--- src/rtl/prio_pkg.sv ---
// Shared constants, state encoding and code-classification helpers for the
// priority-encoder code stream (encoder and decoder sides).
package prio_pkg;

    localparam int CODE_W = 8;
    localparam int IDX_W  = 4;
    localparam int VEC_W  = 16;

    localparam logic [CODE_W-1:0] IDLE_CODE_DEFAULT = 8'hF0;

    typedef enum logic [0:0] {
        ST_IDLE = 1'b0,
        ST_HOLD = 1'b1
    } state_e;

    typedef enum logic [1:0] {
        CLS_BIT     = 2'd0,
        CLS_NOREQ   = 2'd1,
        CLS_ILLEGAL = 2'd2
    } code_class_e;

    // Bit indices win over the idle encoding should the two ever overlap.
    function automatic code_class_e classify(input logic [CODE_W-1:0] code,
                                             input logic [CODE_W-1:0] idle_code);
        if (code < CODE_W'(VEC_W)) begin
            return CLS_BIT;
        end else if (code == idle_code) begin
            return CLS_NOREQ;
        end else begin
            return CLS_ILLEGAL;
        end
    endfunction

    function automatic logic [VEC_W-1:0] to_onehot(input logic [IDX_W-1:0] idx);
        return VEC_W'(1) << idx;
    endfunction

    // Bits 0..idx set, i.e. (1 << (idx+1)) - 1 without needing a wider result.
    function automatic logic [VEC_W-1:0] to_thermo(input logic [IDX_W-1:0] idx);
        return {VEC_W{1'b1}} >> (IDX_W'(VEC_W - 1) - idx);
    endfunction

endpackage

--- src/rtl/prio_code_fifo.sv ---
// Synchronous show-ahead FIFO of DEPTH encoded codes; DEPTH must be a power of 2
// so the pointers wrap by natural overflow.
module prio_code_fifo
    import prio_pkg::*;
#(
    parameter int DEPTH = 4,
    parameter int CNT_W = $clog2(DEPTH) + 1
) (
    input  logic              clk,
    input  logic              rst_n,
    input  logic              push,
    input  logic [CODE_W-1:0] din,
    input  logic              pop,
    output logic [CODE_W-1:0] dout,
    output logic              full,
    output logic              empty,
    output logic [CNT_W-1:0]  count
);

    localparam int PTR_W = $clog2(DEPTH);

    logic [CODE_W-1:0] mem [DEPTH];
    logic [PTR_W-1:0]  wr_ptr_q, wr_ptr_d;
    logic [PTR_W-1:0]  rd_ptr_q, rd_ptr_d;
    logic [CNT_W-1:0]  count_q, count_d;
    logic              do_push;
    logic              do_pop;

    assign full    = (count_q == CNT_W'(DEPTH));
    assign empty   = (count_q == '0);
    assign count   = count_q;
    assign dout    = mem[rd_ptr_q];
    assign do_push = push && !full;
    assign do_pop  = pop && !empty;

    // NOTE: every always_comb output gets a default first so no path infers a latch.
    always_comb begin
        wr_ptr_d = wr_ptr_q;
        rd_ptr_d = rd_ptr_q;
        count_d  = count_q;
        if (do_push) begin
            wr_ptr_d = wr_ptr_q + PTR_W'(1);
        end
        if (do_pop) begin
            rd_ptr_d = rd_ptr_q + PTR_W'(1);
        end
        case ({do_push, do_pop})
            2'b10:   count_d = count_q + CNT_W'(1);
            2'b01:   count_d = count_q - CNT_W'(1);
            default: count_d = count_q;
        endcase
    end

    // NOTE: state flops use non-blocking assignments so every flop samples pre-edge values.
    always_ff @(posedge clk) begin
        if (!rst_n) begin
            wr_ptr_q <= '0;
            rd_ptr_q <= '0;
            count_q  <= '0;
        end else begin
            wr_ptr_q <= wr_ptr_d;
            rd_ptr_q <= rd_ptr_d;
            count_q  <= count_d;
        end
    end

    // NOTE: storage is deliberately not reset; count_q gates every read, so stale words are never observed.
    always_ff @(posedge clk) begin
        if (do_push) begin
            mem[wr_ptr_q] <= din;
        end
    end

    a_no_overflow : assert property (@(posedge clk) disable iff (!rst_n)
        count_q <= CNT_W'(DEPTH));

    a_push_gated : assert property (@(posedge clk) disable iff (!rst_n)
        !(push && full));

endmodule

--- src/rtl/priority_decoder.sv ---
// Sink side of the code stream: FIFO-buffered codes replayed as registered one-hot
// vectors for HOLD_CYCLES each. Define PRIO_DEC_THERMO_EN to add out_thermo.
module priority_decoder
    import prio_pkg::*;
#(
    parameter int                DEPTH       = 4,
    parameter int                HOLD_CYCLES = 2,
    parameter logic [CODE_W-1:0] IDLE_CODE   = IDLE_CODE_DEFAULT
) (
    input  logic                       clk,
    input  logic                       rst_n,
    input  logic                       in_valid,
    output logic                       in_ready,
    input  logic [CODE_W-1:0]          in_code,
    output logic [VEC_W-1:0]           out_onehot,
    output logic                       out_valid,
    output logic                       out_idle,
    output logic                       err,
`ifdef PRIO_DEC_THERMO_EN
    output logic [VEC_W-1:0]           out_thermo,
`endif
    output logic [$clog2(DEPTH):0]     fifo_count
);

    localparam int CNT_W = $clog2(DEPTH) + 1;
    localparam int HC_W  = (HOLD_CYCLES > 1) ? $clog2(HOLD_CYCLES) : 1;

    logic              fifo_push;
    logic              fifo_pop;
    logic [CODE_W-1:0] fifo_head;
    logic              fifo_full;
    logic              fifo_empty;
    logic [CNT_W-1:0]  fifo_cnt;

    state_e            state_q, state_d;
    logic [HC_W-1:0]   hold_q, hold_d;
    logic [VEC_W-1:0]  onehot_q, onehot_d;
    logic              valid_q, valid_d;
    logic              idle_q, idle_d;
    logic              err_q, err_d;
`ifdef PRIO_DEC_THERMO_EN
    logic [VEC_W-1:0]  thermo_q, thermo_d;
`endif

    logic              load;
    code_class_e       head_cls;

    assign in_ready  = rst_n && !fifo_full;
    assign fifo_push = in_valid && in_ready;
    assign head_cls  = classify(fifo_head, IDLE_CODE);

    prio_code_fifo #(
        .DEPTH (DEPTH),
        .CNT_W (CNT_W)
    ) u_fifo (
        .clk   (clk),
        .rst_n (rst_n),
        .push  (fifo_push),
        .din   (in_code),
        .pop   (fifo_pop),
        .dout  (fifo_head),
        .full  (fifo_full),
        .empty (fifo_empty),
        .count (fifo_cnt)
    );

    // A new code is taken whenever the outputs are free: in IDLE, or when the
    // hold counter has expired, which gives back-to-back replay with no gap.
    always_comb begin
        load = 1'b0;
        case (state_q)
            ST_IDLE: load = !fifo_empty;
            ST_HOLD: load = (hold_q == '0) && !fifo_empty;
            default: load = 1'b0;
        endcase
    end

    assign fifo_pop = load;

    always_comb begin
        state_d  = state_q;
        hold_d   = hold_q;
        onehot_d = onehot_q;
        valid_d  = valid_q;
        idle_d   = idle_q;
        err_d    = 1'b0;
`ifdef PRIO_DEC_THERMO_EN
        thermo_d = thermo_q;
`endif

        if (state_q == ST_HOLD && hold_q != '0) begin
            hold_d = hold_q - HC_W'(1);
        end else if (load) begin
            hold_d = HC_W'(HOLD_CYCLES - 1);
            case (head_cls)
                CLS_BIT: begin
                    state_d  = ST_HOLD;
                    onehot_d = to_onehot(fifo_head[IDX_W-1:0]);
                    valid_d  = 1'b1;
                    idle_d   = 1'b0;
`ifdef PRIO_DEC_THERMO_EN
                    thermo_d = to_thermo(fifo_head[IDX_W-1:0]);
`endif
                end
                CLS_NOREQ: begin
                    state_d  = ST_HOLD;
                    onehot_d = '0;
                    valid_d  = 1'b1;
                    idle_d   = 1'b1;
`ifdef PRIO_DEC_THERMO_EN
                    thermo_d = '0;
`endif
                end
                default: begin
                    state_d  = ST_IDLE;
                    onehot_d = '0;
                    valid_d  = 1'b0;
                    idle_d   = 1'b0;
                    err_d    = 1'b1;
`ifdef PRIO_DEC_THERMO_EN
                    thermo_d = '0;
`endif
                end
            endcase
        end else begin
            // Nothing to present: expired hold with an empty FIFO, or idling.
            state_d  = ST_IDLE;
            onehot_d = '0;
            valid_d  = 1'b0;
            idle_d   = 1'b0;
`ifdef PRIO_DEC_THERMO_EN
            thermo_d = '0;
`endif
        end
    end

    always_ff @(posedge clk) begin
        if (!rst_n) begin
            state_q  <= ST_IDLE;
            hold_q   <= '0;
            onehot_q <= '0;
            valid_q  <= 1'b0;
            idle_q   <= 1'b0;
            err_q    <= 1'b0;
`ifdef PRIO_DEC_THERMO_EN
            thermo_q <= '0;
`endif
        end else begin
            state_q  <= state_d;
            hold_q   <= hold_d;
            onehot_q <= onehot_d;
            valid_q  <= valid_d;
            idle_q   <= idle_d;
            err_q    <= err_d;
`ifdef PRIO_DEC_THERMO_EN
            thermo_q <= thermo_d;
`endif
        end
    end

    assign out_onehot = onehot_q;
    assign out_valid  = valid_q;
    assign out_idle   = idle_q;
    assign err        = err_q;
    assign fifo_count = fifo_cnt;
`ifdef PRIO_DEC_THERMO_EN
    assign out_thermo = thermo_q;
`endif

    a_err_quiet : assert property (@(posedge clk) disable iff (!rst_n)
        err_q |-> (!valid_q && onehot_q == '0));

    a_idle_implies_valid : assert property (@(posedge clk) disable iff (!rst_n)
        idle_q |-> (valid_q && onehot_q == '0));

endmodule

--- config.mk ---
export PLATFORM = sky130hd
export DESIGN_NAME = priority_decoder
export DESIGN_NICKNAME = d
export VERILOG_FILES = /design/src/rtl/prio_pkg.sv /design/src/rtl/prio_code_fifo.sv /design/src/rtl/priority_decoder.sv
export SDC_FILE = /design/constraint.sdc
export NUM_CORES = 1
export LEC_CHECK = 0
export ABC_AREA = 1
export BUFFER_PORTS_ARGS = -buffer_cell sky130_fd_sc_hd__buf_2
export CORE_MARGIN = 1
export CORE_UTILIZATION = 28
export CTS_CLUSTER_SIZE = 10
export DETAILED_ROUTE_END_ITERATION = 7
export PLACE_DENSITY = 0.53
export SLEW_MARGIN = 10
export SYNTH_ARGS = -nofsm -noshare
export SYNTH_HDL_FRONTEND = slang
export SYNTH_HIERARCHICAL = 1
export SYNTH_SLANG_ARGS = --single-unit
--- constraint.sdc ---
create_clock -name clk -period 2.3 [get_ports clk]
set_input_delay 0.23 -clock clk [delete_from_list [all_inputs] [get_ports clk]]
set_output_delay 0.23 -clock clk [all_outputs]
set_load 0.01 [all_outputs]
## Yosys cells after proc, flatten, opt, wreduce, memory -nomap -nowiden

Memories as Yosys holds them, arrays and structs flattened. A register that Yosys moved wholly into a read port is not among the register bits.
Index checks and enable logic that the tools add are counted.
W data, S select, Z words.

- Bits in registers: 27
- Bits in writable memories: 32
- Bits of input ports: 11
- Output and inout port bits: 23
- Logic and storage cells: 56
- Memories: 1

- $add $sub $neg: 5
- Order comparisons: 1
- Equality and inequality tests: 5
- Shift-type cells: 1
- Mux-type cells: 17
- Bitwise logic cells: 4
- Reductions and logical operators: 14

Memories:

| name | depth | bits a word | read ports | clocked after Yosys merged registers in | write ports | line | text |
|---|---|---|---|---|---|---|---|
| u_fifo.mem | 4 | 8 | 1 | 1 | 1 | prio_code_fifo.sv:22 | `logic [CODE_W-1:0] mem [DEPTH];` |

Operators with widths:

| kind | number |
|---|---|
| $mux W16 | 2 |
| $shl A1 B4 Y16 const A | 1 |
| $mux W1 | 9 |
| $eq A8 B8 Y1 const B | 1 |
| $lt A8 B5 Y1 const B | 1 |
| $mux W2 | 4 |
| $logic_and A1 B1 Y1 | 6 |
| $pmux W3 S2 | 1 |
| $add A2 B1 Y2 const B | 2 |
| $eq A2 B1 Y1 const B | 2 |
| $not A1 Y1 | 4 |
| $reduce_bool A2 Y1 | 2 |
| $add A3 B1 Y3 const B | 1 |
| $eq A3 B3 Y1 const B | 1 |
| $logic_not A3 Y1 | 1 |
| $reduce_or A3 Y1 | 1 |
| $sub A3 B1 Y3 const B | 1 |
| $eq A2 B2 Y1 const B | 1 |
| $logic_not A1 Y1 | 2 |
| $logic_not A2 Y1 | 1 |
| $pmux W1 S2 | 1 |
| $reduce_or A2 Y1 | 1 |
| $sub A1 B1 Y1 const B | 1 |

## Longest topological paths before layout

- Word-level depth: 7
- Gate-level depth with buffers: 17
- Mapped depth without buffers: 17

## Hierarchy

Netlist, hierarchy kept.

Modules (own cells, without submodules):

| module | times used | cells an instance | area an instance (um2) | sequential area each (um2) |
|---|---|---|---|---|
| prio_code_fifo | 1 | 146 | 1691.6 | 1141.1 |
| priority_decoder | 1 | 122 | 1004.7 | 400.4 |

## Worst setup path before layout

Ideal clock, no wire load.

- Kind: register to register
- Start point: register u_fifo.count_q[1] (netlist: u_fifo/count[1])
- End point: register u_fifo.count_q[1] (netlist: u_fifo/count[1])
- Library setup time: 0.070 ns
- Data arrival time: 1.991 ns
- Required time: 2.230 ns
- Path slack: 0.239 ns
- Stages on the path, launching flop included: 10
- Buffers on the path: 0
- Period minus slack after synthesis: 2.061 ns
- Path through: dfxtp_1 > nor2_2 > nand2_2 > inv_1 > nor3b_1 > nand2_4 > ha_1 > inv_1 > fa_1 > a21oi_1

- Word-level cells in the longest chain between the ends: 7
- Elaborated cells between the ends (all ways): 16
- Classes of those cells: 2 x add/sub; 3 x eq/ne; 2 x mux; 9 x reduce/logical

RTL lines:

| what | line | text |
|---|---|---|
| start: declaration | prio_code_fifo.sv:25 | `logic [CNT_W-1:0] count_q, count_d;` |
| start signal: assignment | prio_code_fifo.sv:63 | `count_q <= count_d;` |
| $eq A3 B3 Y1 * | prio_code_fifo.sv:29 | `assign full = (count_q == CNT_W'(DEPTH));` |
| named net fifo_full | priority_decoder.sv:31 | `logic fifo_full;` |
| $logic_not A1 Y1 * | priority_decoder.sv:48 | `assign in_ready = rst_n && !fifo_full;` |
| $logic_and A1 B1 Y1 * | priority_decoder.sv:48 |  |
| $logic_and A1 B1 Y1 * | priority_decoder.sv:49 | `assign fifo_push = in_valid && in_ready;` |
| named net fifo_push | priority_decoder.sv:28 | `logic fifo_push;` |
| $logic_and A1 B1 Y1 * | prio_code_fifo.sv:33 | `assign do_push = push && !full;` |
| $eq A2 B1 Y1 or $eq A2 B2 Y1 (tied branches) | prio_code_fifo.sv:47 | `case ({do_push, do_pop})` |
| $pmux W3 S2 or $reduce_bool A2 Y1 (tied branches) | n/a |  |

Mark *: on every way through the listed nets, which the timed path passes. The rest lies on a longest branch.
A chain may end at the register's enable or synchronous reset.

## Worst setup path in the final report

- Start point: register u_fifo.count_q[1] (netlist: u_fifo/count[1])
- End point: register u_fifo.count_q[2] (netlist: u_fifo/count[2])

Same word-level chain as after synthesis.

==> metrics.md <==
| Metric | Value |
|---|---|
| Worst setup margin | `between 0.2 and 0.25 ns` |
| Post-layout util | `between 30% and 40%` |
| Crit path arrival time | `2.32 ns` |
| First-pass GRT wire length | `approximately 8700 µm` |
| Crit end category | `flip-flop` |
| Yosys warns | `6` |
| CTS tree | `built` |
| Setup CP Type | `reg -> reg` |
| Post-synthesis sequential area ratio | `a little under three fifths` |
| Slew @ Worst Pin | `between 0.8 and 0.9 ns` |
| Cell Rows | `35` |
| Post-Route WL | `around 5000 µm` |
| CTS root buffer | `clkbuf_8` |
| Die height | `about 100 µm` |
| Clock buffer depth | `2` |
| IO Count | `34` |
| #FFs+latches synth | `just over 60` |
| Power Dens Cells | `1020 nW/µm²` |
| Total GRT Usage | `~12%` |
| Hold_ws | `0.104 ns` |
| Post-DR wirelength/cell | `between 10 and 15 µm` |
| Number of diodes | `0` |
| Aggregate global routing overflow | `0` |
| Syn nets | `approximately 290` |
| Seq pwr share | `40.0%` |
| Vias per cell | `4.25` |
| Dpl ws | `approximately 0.24 ns` |
| Die Span X | `between 100 and 150 µm` |
| CP Max Fanout | `7` |
| Gate Count Post-Synth | `268` |
| Reg area | `1540 µm²` |
| CP startpoint kind | `flip-flop` |
| Non-filler instance count after layout | `between 400 and 500` |
| Most frequent cells in the layout | `nor2_1, nand2_1, buf_2, edfxtp_1, dfxtp_1` |
| Fraction of layout cells with a size suffix above 1 | `31.0%` |
| Post-route ant nets | `0` |
| Cell area after synthesis | `roughly 2700 µm²` |
| Gpl congestion | `around 0.73` |
| Unique masters post-synth | `30` |
| Synthesis-to-layout area growth | `18.6%` |
| Drc violations | `0` |
| Sw frac | `a little over a third` |
| Clock Pin Slew Worst Setup and Hold Paths | `around 0.070 ns` |
| Initial antenna violation count | `0` |
| Fin crit share | `about nine tenths` |
| Worst Hold Class | `in -> reg` |
| Max-slew violations | `0` |
| Die area | `about 10000 µm²` |
| Clock Sinks | `61` |
| Max-cap violation count | `0` |
| P_leak | `about 1.3 nW` |
| Largest net degree at the start of global routing | `21` |
| Fmax | `0.482 GHz` |
| Starting Density | `29.0%` |
| Area leader, netlist | `edfxtp_1` |
| Inserted Clock Buffers | `9` |
| Multi-input combinational cell area | `between 900 and 1000 µm²` |
| Placed cells | `432` |
| TNS Setup | `0 ns` |
| VDD IR-drop max | `267 µV` |
| Routed vias | `1905` |
| Worst skew pair latency | `approximately 0.34 ns` |
| Core area | `9280 µm²` |
| Syn Area/Cell | `approximately 10 µm²` |
| Iteration-0 DRC Markers | `a little under 50` |
| Synth top area share | `35.6%` |
| Internal power | `around 2.1 mW` |
| Final hold viol count | `0` |
| Area after DPL | `~3000 µm²` |
| Power share of the combinational group | `30.8%` |
| # fillers | `~990` |
| DRT Pass-1 Iters | `4` |
| Req. time, crit path | `approximately 2.6 ns` |
| HPWL Detailed | `3710 µm` |
| Nets | `331` |
| PnR Total Power | `between 3 and 4 mW` |
| CTS H-tree depth | `3` |
| Buffers on Ports | `33` |
| Post-CTS setup buffers | `0` |
| Min cycle time layout | `roughly 2.1 ns` |
| Unrepaired setup endpoints after global routing | `no` |
| Clock group share of total power | `slightly below 30%` |
| Run status | `finished clean` |
| Commonest non-fill, non-tap cell in the layout | `nor2_1` |
| Synth area leaders | `edfxtp_1, dfxtp_1, nor2_1, nand2_1, a21oi_1` |
| Setup Skew | `approximately 0.010 ns` |
| Setup violators final | `0` |
| Worst slew margin | `a little over two fifths` |
| Vias in the first global route | `roughly 1900` |
| Final Instance Area | `around 3200 µm²` |
| NetSw | `1.17 mW` |
-- flip-flops by register name (all words and copies together), names as in the netlist, named ones only --
name,flops
err,1
hold_q,1
out_idle,1
out_onehot,16
out_valid,1
u_fifo/count,3
u_fifo/mem,32
u_fifo/rd_ptr_q,2
u_fifo/wr_ptr_q,2
-- worst max-delay path: stages, from the launching register on --
cell,delay (ns)
dfxtp_1,0.34
nor2_2,0.17
nand2_2,0.12
inv_1,0.09
nor3b_1,0.06
buf_4,0.15
nand2_4,0.09
ha_1,0.18
inv_1,0.07
fa_1,0.38
inv_1,0.06
nand2_1,0.04
nand3_1,0.08
nand2_1,0.06
nand2_1,0.05
nor2_1,0.03
-- cells by family after synthesis --
family	synth area share, %
simple gates	21.2
flops	57.2
compound gates	10.9
buf+inv	7.70
fa+ha+maj	3.06
-- path summary, 6_finish.rpt --
check	from	endpoint	slack [ns]	depth (start not counted)
max reg2reg	u_fifo/count[1]$_SDFFE_PN0P_	u_fifo/count[2]$_SDFFE_PN0P_	0.22	15
min	in_code[2]	u_fifo/mem[3][2]$_DFFE_PP_	0.10	1
max	u_fifo/count[1]$_SDFFE_PN0P_	u_fifo/count[2]$_SDFFE_PN0P_	0.22	15
min reg2reg	out_onehot[5]$_SDFFE_PN0N_	out_onehot[5]$_SDFFE_PN0N_	0.46	2
-- cell type report --
cell class | count | share of cell area (%)
Sequential cell | 61 | 48.2
Multi-Input combinational cell | 171 | 29.6
Timing Repair Buffer | 43 | 7.51
Tap cell | 129 | 5.05
Clock buffer | 10 | 4.30
Inverter | 28 | 3.36
Clock inverter | 6 | 1.96
-- power groups by stage --
stage / clock [mW] / combinational [mW] / sequential, mW
2_1_floorplan: 0 / 0.813 / 1.33
3_3_place_gp: 0 / 0.990 / 1.32
3_5_place_dp: 0 / 1.01 / 1.33
4_1_cts: 0.974 / 1.01 / 1.30
5_1_grt: 1.02 / 1.14 / 1.31
6_report: 0.948 / 1.00 / 1.30
-- routing by layer --
| layer | vias to the layer above | global-route usage, % | share of wire, % |
|---|---|---|---|
| met5 | - | 0 | 0 |
| met4 | 0 | 6.13 | 2.0 |
| met3 | 8 | 3.97 | 3.3 |
| met2 | 26 | 18.4 | 48 |
| met1 | 886 | 13.8 | 47 |
| li1 | 985 | - | - |
-- cell usage after synthesis --
master	count
a21oi_1	17
inv_2	4
nand2_4	2
inv_1	22
nand3_2	2
clkbuf_8	3
o21ai_2	3
nor3_4	1
clkinv_1	1
nor3_1	1
nor3b_1	1
a21oi_2	6
inv_4	1
o21ai_0	15
nor2_1	36
nor2_2	5
edfxtp_1	32
nand2_2	13
ha_1	5
nor3_2	2
fa_1	1
buf_2	1
buf_12	1
nand2_1	35
buf_6	3
dfxtp_1	29
o21ai_1	1
nand3_1	16
o22ai_1	8
nor2_8	1
-- repair_timing --
item,in CTS,in global routing
setup endpoints to repair,0,1
resized for setup,0,1
hold buffers,0,0
No activity file was read; power rests on OpenSTA's default activity.
